<file path="src/rtl/pc_sequencer_if.sv">
// Bus bundle between the PC sequencer and its environment: launch handshake,
// decode/flag inputs and the instruction-address/status outputs.
interface pc_sequencer_if #(
  parameter int D  = 12,
  parameter int CW = 16
);
  logic          start;
  logic          stall;
  logic          branch_en;
  logic          cond;
  logic [D-1:0]  target;
  logic          halt;
  logic [D-1:0]  prog_counter;
  logic          running;
  logic          done;
  logic          fault;
  logic [CW-1:0] inst_count;

  // Driver side: launches the program and supplies decode flags.
  modport master (
    output start, stall, branch_en, cond, target, halt,
    input  prog_counter, running, done, fault, inst_count
  );

  // Sequencer side.
  modport slave (
    input  start, stall, branch_en, cond, target, halt,
    output prog_counter, running, done, fault, inst_count
  );
endinterface

</file>
<file path="src/rtl/pc_sequencer.sv">
// Program-counter sequencer: holds the instruction address, advances or
// branches each RUN cycle, and runs the Start/Done launch handshake.
// A taken branch to target 0 is treated as a missing LUT entry (fault).
module pc_sequencer #(
  parameter int D  = 12,
  parameter int CW = 16
) (
  input logic         clk,
  input logic         rst,
  pc_sequencer_if.slave bus
);

  typedef enum logic [1:0] {IDLE, ARMED, RUN, DONE} state_t;

  state_t        state, state_next;
  logic [D-1:0]  pc, pc_next;
  logic [CW-1:0] count, count_next;
  logic          fault, fault_next;
  logic [CW-1:0] count_inc;
  logic          taken;

  assign taken     = bus.branch_en & bus.cond;
  assign count_inc = (count == {CW{1'b1}}) ? count : count + CW'(1);

  // State and datapath registers; reset clears everything immediately.
  always_ff @(posedge clk or posedge rst) begin
    if (rst) begin
      state <= IDLE;
      pc    <= '0;
      count <= '0;
      fault <= 1'b0;
    end else begin
      state <= state_next;
      pc    <= pc_next;
      count <= count_next;
      fault <= fault_next;
    end
  end

  // Next-state and datapath selection; RUN actions follow halt > stall > fault > branch > step.
  always_comb begin
    state_next = state;
    pc_next    = pc;
    count_next = count;
    fault_next = fault;
    case (state)
      IDLE: begin
        if (bus.start) state_next = ARMED;
      end
      ARMED: begin
        pc_next    = '0;
        count_next = '0;
        fault_next = 1'b0;
        if (!bus.start) state_next = RUN;
      end
      RUN: begin
        if (bus.halt) begin
          state_next = DONE;
          count_next = count_inc;
        end else if (bus.stall) begin
          state_next = RUN;
        end else if (taken && (bus.target == '0)) begin
          fault_next = 1'b1;
          state_next = DONE;
          count_next = count_inc;
        end else if (taken) begin
          pc_next    = bus.target;
          count_next = count_inc;
        end else begin
          pc_next    = pc + D'(1);
          count_next = count_inc;
        end
      end
      DONE: begin
        if (bus.start) state_next = ARMED;
      end
      default: state_next = IDLE;
    endcase
  end

  assign bus.prog_counter = pc;
  assign bus.inst_count   = count;
  assign bus.fault        = fault;
  assign bus.running      = (state == RUN);
  assign bus.done         = (state == DONE);

endmodule

</file>
<file path="src/flat_wrapper.sv">
// flat-port wrapper written by rule: the top's interface ports become plain ports
module pc_sequencer_flat 
#(
  parameter int D  = 12,
  parameter int CW = 16
)
  (clk, rst, bus_start, bus_stall, bus_branch_en, bus_cond, bus_target, bus_halt, bus_prog_counter, bus_running, bus_done, bus_fault, bus_inst_count);
  pc_sequencer_if #(.D(D), .CW(CW)) bus_i ();
  input logic clk;
  input logic rst;
  input wire logic [$bits(bus_i.start)-1:0] bus_start;
  input wire logic [$bits(bus_i.stall)-1:0] bus_stall;
  input wire logic [$bits(bus_i.branch_en)-1:0] bus_branch_en;
  input wire logic [$bits(bus_i.cond)-1:0] bus_cond;
  input wire logic [$bits(bus_i.target)-1:0] bus_target;
  input wire logic [$bits(bus_i.halt)-1:0] bus_halt;
  output wire logic [$bits(bus_i.prog_counter)-1:0] bus_prog_counter;
  output wire logic [$bits(bus_i.running)-1:0] bus_running;
  output wire logic [$bits(bus_i.done)-1:0] bus_done;
  output wire logic [$bits(bus_i.fault)-1:0] bus_fault;
  output wire logic [$bits(bus_i.inst_count)-1:0] bus_inst_count;
  assign bus_i.start = bus_start;
  assign bus_i.stall = bus_stall;
  assign bus_i.branch_en = bus_branch_en;
  assign bus_i.cond = bus_cond;
  assign bus_i.target = bus_target;
  assign bus_i.halt = bus_halt;
  assign bus_prog_counter = bus_i.prog_counter;
  assign bus_running = bus_i.running;
  assign bus_done = bus_i.done;
  assign bus_fault = bus_i.fault;
  assign bus_inst_count = bus_i.inst_count;
  pc_sequencer #(.D(D), .CW(CW)) u_core (.clk(clk), .rst(rst), .bus(bus_i));
endmodule
</file>
<file path="config.mk">
export PLATFORM = sky130hd
export DESIGN_NAME = pc_sequencer_flat
export DESIGN_NICKNAME = d
export VERILOG_FILES = /design/src/rtl/pc_sequencer_if.sv /design/src/rtl/pc_sequencer.sv /design/src/flat_wrapper.sv
export SDC_FILE = /design/constraint.sdc
export NUM_CORES = 1
export LEC_CHECK = 0
export CORE_MARGIN = 4
export CORE_UTILIZATION = 53
export CTS_CLUSTER_SIZE = 16
export DETAILED_ROUTE_END_ITERATION = 10
export PLACE_DENSITY = 0.95
export SLEW_MARGIN = 0
export SYNTH_ARGS = -nofsm -noshare
export SYNTH_HDL_FRONTEND = slang
export SYNTH_SLANG_ARGS = --single-unit
</file>
<file path="constraint.sdc">
create_clock -name clk -period 2.9 [get_ports clk]
set_input_delay 0.58 -clock clk [delete_from_list [all_inputs] [get_ports clk]]
set_output_delay 0.58 -clock clk [all_outputs]
set_load 0.02 [all_outputs]
</file>
==> impl_metrics.env <==
export IMPL_power_clock_fraction=0.160
export IMPL_vias=2072
export IMPL_hold_violations=0
export IMPL_antenna_left=0
export IMPL_antenna_found_initial=0
export IMPL_crit_path_start="u_core.state[0]"
export IMPL_layout_min_cycle_time_ps=2524
export IMPL_track_usage=0.2479
export IMPL_seqPwrFrac=0.346
export IMPL_wl_per_cell_um=15.72
export IMPL_synth_distinct_cells=43
export IMPL_grt_pass1_wl_mm=8.604
export IMPL_cts_sinks=31
export IMPL_status="finished, final reports clean"
export IMPL_setup_viol=0
export IMPL_synth_fp_nets=262
export IMPL_clockBufferDepth=2
export IMPL_max_freq_mhz=396.1
export IMPL_post_cts_resized=0
export IMPL_worst_hold_slack_ps=499.5
export IMPL_drive_gt1_frac=0.07986
export IMPL_ys_ff_latch=31
export IMPL_critPathKind="reg -> out"
export IMPL_finalCritPeriodShare=0.8705
export IMPL_syn_area_um2=1941
export IMPL_worstReg2RegStart="u_core.bus.inst_count[0]"
export IMPL_ys_warn_count=0
export IMPL_fillers=261
export IMPL_maxSlewHeadroom=0.6858
export IMPL_start_util=0.5638
export IMPL_hpwl_mm=3.821
export IMPL_synth_common_cells="o21ai_0 (32), dfrtp_1 (31), nand2_1 (23), nor2_1 (23), nand3_1 (17)"
export IMPL_yosysMostFrequentCell="o21ai_0"
export IMPL_worst_hold_startpoint="u_core.bus.fault"
export IMPL_antenna_cells=0
export IMPL_p_switching_uw=976.8
export IMPL_cts_made_buffers=5
export IMPL_drcViolationCount=0
export IMPL_place_area_um2=2472
export IMPL_pwr_share_comb=0.495
export IMPL_die_h_um=68.51
export IMPL_async_reset_ff_frac=1.000
export IMPL_p_leak_uw=0.001015
export IMPL_clock_skew_ps=8.344
export IMPL_numPortBuffers=49
export IMPL_power_density_nw_per_um2=822.7
export IMPL_overflow=0
export IMPL_clkLatencyLatePin_ps=290
export IMPL_placed_cells=326
export IMPL_stdcell_area_um2=2556
export IMPL_worstPathRequired_ps=2320
export IMPL_sw_frac_of_total=0.4645
export IMPL_yosysTopAreaCell="dfrtp_1"
export IMPL_hold_class="reg -> reg"
export IMPL_core_area_um2=3442
export IMPL_maxCapViolCount=0
export IMPL_p_int_uw=1126
export IMPL_die_area_um2=4694
export IMPL_rows=21
export IMPL_tns_ps=0
export IMPL_synth_simple_area_share=0.2850
export IMPL_io_pins=50
export IMPL_power_uw=2103
export IMPL_ir_drop_mv=0.6812
export IMPL_cts_hold_buf=0
export IMPL_endpoint_kind="output pin"
export IMPL_globalplace_congestion=0.8341
export IMPL_tritoncts="built"
export IMPL_drtPass1Iterations=5
export IMPL_grt_max_degree=32
export IMPL_synthTopCellsByArea="dfrtp_1 (40%), o21ai_0 (8.3%), nand2_1 (4.4%)"
export IMPL_syn_inst=237
export IMPL_drv_slew=0
export IMPL_synth_top_family_by_area="simple AND/OR/NAND/NOR gates"
export IMPL_synth_edf_count=0
export IMPL_synth_xor_area_frac=0
export IMPL_vias_per_cell=6.204
export IMPL_drt_total_wl_mm=5.251
export IMPL_avgSynthCellArea_um2=8.188
export IMPL_rsz0062_at_grt="no"
export IMPL_synthFlopType="dfrtp_1"
export IMPL_synthAdderAreaFrac=0.03868
export IMPL_crit_fanout=14
export IMPL_stdcell_count=334
export IMPL_grt_pass1_vias=1922
export IMPL_yosysTopAreaCellShare=0.3997
export IMPL_final_nets=312
export IMPL_synthMuxAreaShare=0.02643
export IMPL_cts_max_level=2
export IMPL_worst_pin_slew_ps=467.0
export IMPL_area_delta_synth_final_pct=31.72
export IMPL_die_x_um=68.51
export IMPL_clkTransAtPathRegs_ps=70
export IMPL_cts_setup_buffers=0
export IMPL_worstSetupStartpointType="flip-flop"
export IMPL_synth_seq_area_share=0.3997
export IMPL_worst_ep_arrival_time_ps=1940
export IMPL_synth_compound_area_share=0.2031
export IMPL_drt_initial_drc_count=163
export IMPL_cts_root_buf="clkbuf_8"
==> per-layer routing <==
| layer | vias to the layer above | share of wire | track usage |
|---|---|---|---|
| met1 | 966 | 0.41 | 0.3140 |
| met5 | - | 0 | 0 |
| met4 | 0 | 0.030 | 0.1340 |
| li1 | 973 | - | - |
| met3 | 19 | 0.073 | 0.07455 |
| met2 | 114 | 0.48 | 0.3778 |
==> power by group through the flow <==
stage | Sequential, uW | Combinational [uW] | Clock [uW]
after floorplan | 799 | 564 | 0
after global placement | 716 | 1000 | 0
after detailed placement | 729 | 1030 | 0
after CTS | 723 | 1040 | 333
after global routing | 750 | 1140 | 357
final | 727 | 1040 | 336
==> worst max-delay path: stages, from the launching register on <==
cell and delay (ps):
dfrtp_1 410, inv_1 90, ha_1 460, clkdlybuf4s50_1 700
==> per-stage QoR <==
step,setup WS [ps],utilization
finish,375.6,0.7426
global route,277.4,0.7426
floorplan,808.1,-
CTS,389.8,0.7426
detailed placement,411.8,0.7183
global placement,534.9,0.7183
==> layout make-up <==
| cell class | instances | area, um2 | share of cell area |
|---|---|---|---|
| well taps | 46 | 57.56 | 0.02252 |
| multi-input cells | 185 | 1074 | 0.4200 |
| repair buffers | 54 | 528.0 | 0.2066 |
| clock inverters | 3 | 15.01 | 0.005874 |
| clock buffers | 5 | 68.82 | 0.02692 |
| inverters | 10 | 37.54 | 0.01468 |
| flip-flops and latches | 31 | 775.7 | 0.3035 |
==> sequential cells by signal, indices dropped and copies added (netlist names) <==
name and cells:
u_core.state 2, u_core.bus.inst_count 16, u_core.bus.fault 1, u_core.bus.prog_counter 12
==> worst paths after layout <==
kind                            slack, ps  depth (start not counted)                           to
worst max-delay path                  380                          3                  bus_running
worst min register to register        500                          1             u_core.bus.fault
min in group asynchronous             670                          3     u_core.bus.inst_count[9]
worst min-delay path                  500                          1             u_core.bus.fault
worst max register to register        610                          6    u_core.bus.inst_count[13]
max in group asynchronous            1930                          3  u_core.bus.prog_counter[11]
==> cell usage in the layout (no fill, tap or decap), types with 3 or more instances in the layout <==
cell type,count
a21oi_1,15
a22oi_1,4
a31oi_1,3
buf_4,5
clkbuf_8,5
clkdlybuf4s50_1,49
clkinv_2,3
dfrtp_1,31
ha_1,6
inv_1,10
mux2i_1,4
nand2_1,23
nand3_1,17
nand4_1,7
nor2_1,23
nor3_1,7
nor4_1,11
o21ai_0,32
==> logic make-up (layout without fill, tap and decap cells) <==
family	count (synthesis)	in the layout
flops	31	31
buf+inv	21	72
simple gates	107	107
mux	5	5
fa+ha+maj	6	6
compound gates	67	67
No activity file was read; power rests on OpenSTA's default activity.
